### src/rtl/pong_match_controller.sv
`default_nettype none
// ============================================================================
// Module      : pong_match_controller
// Description : Match-level sequencer for the Pong game. It runs on the pixel
//               clock beside the pixel engine. It holds the ball at centre
//               during the serve delay, enables play, applies ball-exit
//               scoring, picks the serve direction and declares the winner.
//               After the game-over hold time, a button press starts a new
//               match.
// Ports       : CLK            pixel clock
//               RST_N          synchronous active-low reset
//               btns[3:0]      {p1Up, p1Down, p2Up, p2Down}, already synchronised
//               NEXT_FRAME     one-cycle frame strobe
//               ball_out_left  ball left the left edge  -> player 2 scores
//               ball_out_right ball left the right edge -> player 1 scores
//               game_run       ball/paddle motion enable
//               ball_hold      keep ball at screen centre
//               serve_dir      0 = serve left, 1 = serve right
//               score1/score2  player scores
//               winner         00 none, 01 player 1, 10 player 2
//               state_o        current state encoding (debug)
// Revision    : 1.0 - initial release
// ============================================================================
module pong_match_controller #(
  parameter int WIN_SCORE            = 7,
  parameter int SERVE_DELAY_FRAMES   = 60,
  parameter int GAMEOVER_HOLD_FRAMES = 120,
  parameter bit BUTTON_LOW_ACTIVE    = 1'b1,
  localparam int SCORE_WID           = $clog2(WIN_SCORE + 1)
) (
  input  logic                 CLK,
  input  logic                 RST_N,
  input  logic [3:0]           btns,
  input  logic                 NEXT_FRAME,
  input  logic                 ball_out_left,
  input  logic                 ball_out_right,
  output logic                 game_run,
  output logic                 ball_hold,
  output logic                 serve_dir,
  output logic [SCORE_WID-1:0] score1,
  output logic [SCORE_WID-1:0] score2,
  output logic [1:0]           winner,
  output logic [2:0]           state_o
);

  typedef enum logic [2:0] {
    ST_IDLE      = 3'd0,
    ST_SERVE     = 3'd1,
    ST_PLAY      = 3'd2,
    ST_POINT     = 3'd3,
    ST_GAME_OVER = 3'd4
  } state_t;

  localparam logic [SCORE_WID-1:0] c_win_score = SCORE_WID'(WIN_SCORE);
  localparam logic [7:0]           c_serve_cnt = 8'(SERVE_DELAY_FRAMES);
  localparam logic [7:0]           c_hold_cnt  = 8'(GAMEOVER_HOLD_FRAMES);

  state_t                 state_q,     state_d;
  logic [7:0]             frame_cnt_q, frame_cnt_d;
  logic [SCORE_WID-1:0]   score1_q,    score1_d;
  logic [SCORE_WID-1:0]   score2_q,    score2_d;
  logic                   serve_dir_q, serve_dir_d;
  logic [1:0]             winner_q,    winner_d;
  logic                   press_q,     press_d;
  logic                   game_run_q,  game_run_d;
  logic                   ball_hold_q, ball_hold_d;

  logic [3:0]             w_act;
  logic                   w_any;
  logic                   w_press_ev;
  logic [7:0]             w_frame_inc;
  logic [SCORE_WID-1:0]   w_score1_inc;
  logic [SCORE_WID-1:0]   w_score2_inc;

  always_comb begin
    w_act        = BUTTON_LOW_ACTIVE ? ~btns : btns;
    w_any        = |w_act;
    // Rising edge of "any button down"; press_q powers up at 1 so a button
    // held through reset is not seen as a fresh press.
    w_press_ev   = w_any & ~press_q;
    w_frame_inc  = (frame_cnt_q == 8'hFF) ? frame_cnt_q : frame_cnt_q + 8'd1;
    // Saturating guards: scores can never pass the winning score.
    w_score1_inc = (score1_q >= c_win_score) ? score1_q : score1_q + SCORE_WID'(1);
    w_score2_inc = (score2_q >= c_win_score) ? score2_q : score2_q + SCORE_WID'(1);
  end

  always_comb begin
    state_d     = state_q;
    frame_cnt_d = frame_cnt_q;
    score1_d    = score1_q;
    score2_d    = score2_q;
    serve_dir_d = serve_dir_q;
    winner_d    = winner_q;
    press_d     = w_any;

    case (state_q)
      ST_IDLE: begin
        score1_d = '0;
        score2_d = '0;
        if (w_press_ev) begin
          state_d     = ST_SERVE;
          frame_cnt_d = 8'd0;
        end
      end

      ST_SERVE: begin
        if (NEXT_FRAME) begin
          frame_cnt_d = w_frame_inc;
          if (w_frame_inc >= c_serve_cnt) begin
            state_d = ST_PLAY;
          end
        end
      end

      ST_PLAY: begin
        if (ball_out_left && ball_out_right) begin
          // Simultaneous exits are treated as a void rally: re-serve.
          state_d     = ST_SERVE;
          frame_cnt_d = 8'd0;
        end else if (ball_out_right) begin
          score1_d    = w_score1_inc;
          serve_dir_d = 1'b1;
          state_d     = ST_POINT;
        end else if (ball_out_left) begin
          score2_d    = w_score2_inc;
          serve_dir_d = 1'b0;
          state_d     = ST_POINT;
        end
      end

      ST_POINT: begin
        frame_cnt_d = 8'd0;
        if (score1_q == c_win_score) begin
          winner_d = 2'b01;
          state_d  = ST_GAME_OVER;
        end else if (score2_q == c_win_score) begin
          winner_d = 2'b10;
          state_d  = ST_GAME_OVER;
        end else begin
          state_d  = ST_SERVE;
        end
      end

      ST_GAME_OVER: begin
        if (frame_cnt_q >= c_hold_cnt) begin
          if (w_press_ev) begin
            score1_d    = '0;
            score2_d    = '0;
            winner_d    = 2'b00;
            frame_cnt_d = 8'd0;
            state_d     = ST_SERVE;
          end
        end else if (NEXT_FRAME) begin
          frame_cnt_d = w_frame_inc;
        end
      end

      default: begin
        state_d = ST_IDLE;
      end
    endcase

    // Outputs are registered from the next state so they line up with state_q.
    game_run_d  = (state_d == ST_PLAY);
    ball_hold_d = (state_d != ST_PLAY);
  end

  always_ff @(posedge CLK) begin
    if (!RST_N) begin
      state_q     <= ST_IDLE;
      frame_cnt_q <= 8'd0;
      score1_q    <= '0;
      score2_q    <= '0;
      serve_dir_q <= 1'b0;
      winner_q    <= 2'b00;
      press_q     <= 1'b1;
      game_run_q  <= 1'b0;
      ball_hold_q <= 1'b1;
    end else begin
      state_q     <= state_d;
      frame_cnt_q <= frame_cnt_d;
      score1_q    <= score1_d;
      score2_q    <= score2_d;
      serve_dir_q <= serve_dir_d;
      winner_q    <= winner_d;
      press_q     <= press_d;
      game_run_q  <= game_run_d;
      ball_hold_q <= ball_hold_d;
    end
  end

  assign game_run  = game_run_q;
  assign ball_hold = ball_hold_q;
  assign serve_dir = serve_dir_q;
  assign score1    = score1_q;
  assign score2    = score2_q;
  assign winner    = winner_q;
  assign state_o   = state_q;

endmodule
`default_nettype wire

### config.mk
export PLATFORM = sky130hd
export DESIGN_NAME = pong_match_controller
export DESIGN_NICKNAME = d
export VERILOG_FILES = /design/src/rtl/pong_match_controller.sv
export SDC_FILE = /design/constraint.sdc
export NUM_CORES = 1
export LEC_CHECK = 0
export BUFFER_PORTS_ARGS = -buffer_cell sky130_fd_sc_hd__buf_4
export CAP_MARGIN = 20
export CORE_MARGIN = 10
export CORE_UTILIZATION = 60
export DETAILED_ROUTE_END_ITERATION = 8
export PLACE_DENSITY = 0.87
export SYNTH_ARGS = -nofsm -noshare
export SYNTH_HDL_FRONTEND = slang
export SYNTH_SLANG_ARGS = --single-unit
### constraint.sdc
create_clock -name CLK -period 4.6 [get_ports CLK]
set_input_delay 0.92 -clock CLK [delete_from_list [all_inputs] [get_ports CLK]]
set_output_delay 0.92 -clock CLK [all_outputs]
set_load 0.01 [all_outputs]
==> flow_summary.json <==
{
  "dp_hpwl_mm": 2.60,
  "routed_via_density": 6.46,
  "synth_compound_area_share_pct": 26.8,
  "cts_resized": 0,
  "final_nets": 196,
  "synth_top_area_cell": "dfxtp_1",
  "slew_violations": 0,
  "start_util_pct": 63.8,
  "die_area_um2": 4760,
  "fin_setup_tns_ps": 0,
  "synthSimpleGateAreaFrac_pct": 24.1,
  "fp.dieW_um": 69.0,
  "syn_avg_cell_area_um2": 8.88,
  "ios": 23,
  "synth-edff-count": 0,
  "post-place-ws_ps": 1800,
  "yosys.area_share.adder_pct": 6.09,
  "power_switching_w": 0.0000785,
  "synth.top_cell.area_share_pct": 32.0,
  "portBuffers": 22,
  "r2r-end": "game_run$_SDFF_PN0_",
  "ys_ff_latch": 23,
  "r2r_cells": 5,
  "synthMuxAreaShare_pct": 4.87,
  "seqPwrFrac_pct": 62.6,
  "clock-sinks": 23,
  "swShare_pct": 24.5,
  "p_int_w": 0.000242,
  "grt_pass1_wl_mm": 5.46,
  "synthCells": 162,
  "clockPowerShare_pct": 29.7,
  "run_status": "finished clean",
  "dpl_cell_area_um2": 1570,
  "final_area_um2": 1610,
  "synth_area_leaders": "dfxtp_1 (32%), nand2_1 (6.3%), ha_1 (6.1%)",
  "yosysWarnings": 0,
  "min_path_cells": 2,
  "crit_fanout": 16,
  "worst_pin_slew_ps": 752,
  "synth_top_family_by_area": "compound AO/OA/AOI/OAI gates",
  "antenna_found_initial": 0,
  "cts.path.max_buffers": 2,
  "setup_viol": 0,
  "numCtsBuffers": 3,
  "max_freq_mhz": 454,
  "post-route-period-util_pct": 47.9,
  "cp.required_ps": 4870,
  "r2r_start": "state_o[1]$_SDFF_PN0_",
  "grt_util_all_layers_pct": 14.5,
  "ant_nets": 0,
  "fp.coreArea_um2": 2250,
  "syn_nets": 178,
  "cts_tree": "done",
  "worstHoldStart": "winner[1]$_SDFFE_PN0P_",
  "finalWorstSetupSlack_ps": 2400,
  "finalWirelength_mm": 3.43,
  "synth_cell_types": 50,
  "worst_setup_path_end_kind": "flip-flop",
  "insertion_delay_ps": 310,
  "postCtsSetupBuffers": 0,
  "critPathKind": "input pin to flip-flop",
  "layout_min_cycle_time_ps": 2200,
  "dr.first_iter.drc_count": 149,
  "grt_max_degree": 17,
  "hold_buffers": 0,
  "ir_drop_uv": 169,
  "avgRoutedWirePerCell_um": 16.6,
  "power_density_nw_per_um2": 200,
  "worstPathArrival_ps": 2470,
  "layout-drive-gt1-share_pct": 23.5,
  "max_cap_viol_count": 0,
  "synth-seq-area-share_pct": 32.0,
  "finalHoldViolCount": 0,
  "whs_endpoint": "winner[1]$_SDFFE_PN0P_",
  "drc": 0,
  "hp-class": "flip-flop to flip-flop",
  "antenna_cells": 0,
  "leakage_nw": 0.609,
  "total_power_w": 0.000320,
  "worstSetupStartpointType": "input pin",
  "num_vias": 1338,
  "pwr-share-comb_pct": 7.6,
  "rows": 17,
  "rrSetupSlack_ps": 2590,
  "fin_skew_ps": 9.07,
  "synth_xor_area_share_pct": 0,
  "overflow": 0,
  "grt_pass1_vias": 1230,
  "ys.flop_type": "dfxtp_1",
  "path_clk_slew_ps": 130,
  "root_buffer": "clkbuf_4",
  "drtPass1Iterations": 4,
  "rsz0062_at_grt": "no",
  "synthArstFlopShare_pct": 0,
  "syn_area_um2": 1440,
  "areaGrowthSynthToFinish_pct": 11.6,
  "htreeDepth": 1,
  "relSlewSlack_pct": 49.2,
  "gp_congestion": 0.857,
  "die_h_um": 69.0
}
-- area by class of cell --
type	count	area (um2)
multi-input cells	123	890
fillers	187	649
flip-flops and latches	23	460
repair buffers	23	170
well taps	28	35.0
clock buffers	3	22.5
inverters	6	22.5
clock inverters	1	5.00
-- synthesized netlist by cell type, types with 2 or more instances --
master    count
a211oi_2      4
a21oi_1       5
a221oi_2      2
a31oi_1       2
a41oi_1       2
and2_1        3
buf_2         5
buf_6         3
clkbuf_1      2
dfxtp_1      23
ha_1          7
inv_1         6
mux2i_1       7
nand2_1      24
nand2b_1      5
nand3_1       7
nand4_1       3
nand4b_1      2
nor2_1        8
nor3_1        2
nor3b_1       2
o211ai_1      2
o21a_1        2
o21ai_1       3
o22ai_1       2
o31ai_1       2
o32ai_1       3
o41ai_1       2
-- power groups by stage --
stage | logic (W) | clock network [W] | registers (W)
2_1_floorplan | 0.0000156 | 0 | 0.000205
3_3_place_gp | 0.0000230 | 0 | 0.000205
3_5_place_dp | 0.0000243 | 0 | 0.000205
4_1_cts | 0.0000244 | 0.0000943 | 0.000201
5_1_grt | 0.0000264 | 0.000104 | 0.000201
6_report | 0.0000245 | 0.0000953 | 0.000201
-- critical path, cell delays in order --
cell,delay [ps]
buf_4,180
nor4bb_1,700
clkbuf_2,280
a21oi_1,80
o211ai_1,130
and3_1,190
-- layout by cell type (no fill, tap or decap), drive strengths merged, types with 2 or more instances in the layout --
master   n
nor2     8
nand2   24
ha       7
nor3     2
o22ai    2
a31oi    2
nand4b   2
o31ai    3
o21a     3
a211oi   6
a21oi    5
and3     2
o211ai   2
clkbuf   4
nand3    7
a41oi    3
a221oi   2
nand2b   5
mux2i    7
dfxtp   23
o41ai    2
nand4    3
o21ai    4
o32ai    3
buf     22
and2     3
nor3b    3
inv      6
-- worst max path at each step --
stage	startpoint	end	slack [ps]	cells past startpoint
floorplan	ball_out_left	frame_cnt_q[7]$_SDFFE_PN0P_	2600	6
global placement	RST_N	game_run$_SDFF_PN0_	2010	5
detailed placement	RST_N	game_run$_SDFF_PN0_	1800	5
CTS	RST_N	game_run$_SDFF_PN0_	2110	5
global route	RST_N	ball_hold$_SDFF_PN1_	2270	6
finish	RST_N	game_run$_SDFF_PN0_	2400	6
-- routing by layer --
layer	track usage [%]	wire, um	vias up
met2	26.6	1780	46
met3	2.90	159	8
met5	0	0	-
met1	16.0	1430	644
met4	5.42	53	0
li1	-	-	640
-- flip-flops by register name (all words and copies together), names as in the netlist --
| register | flops |
|---|---|
| frame_cnt_q | 8 |
| score1 | 3 |
| score2 | 3 |
| state_o | 3 |
| winner | 2 |
| ball_hold | 1 |
| game_run | 1 |
| press_q | 1 |
| serve_dir | 1 |
-- cell families after synthesis --
logic type	after synthesis
simple gates	65
compound gates	44
flops	23
buf+inv	16
mux	7
fa+ha+maj	7
-- per-stage QoR --
step	cells	hold WS (ps)	util, %
6_report	207	481	71.2
5_1_grt	207	513	71.2
4_1_cts	206	482	71.0
3_5_place_dp	202	462	69.8
3_3_place_gp	202	457	69.8
2_1_floorplan	162	484	-
Note: power is estimated with default switching activity, not from simulation.
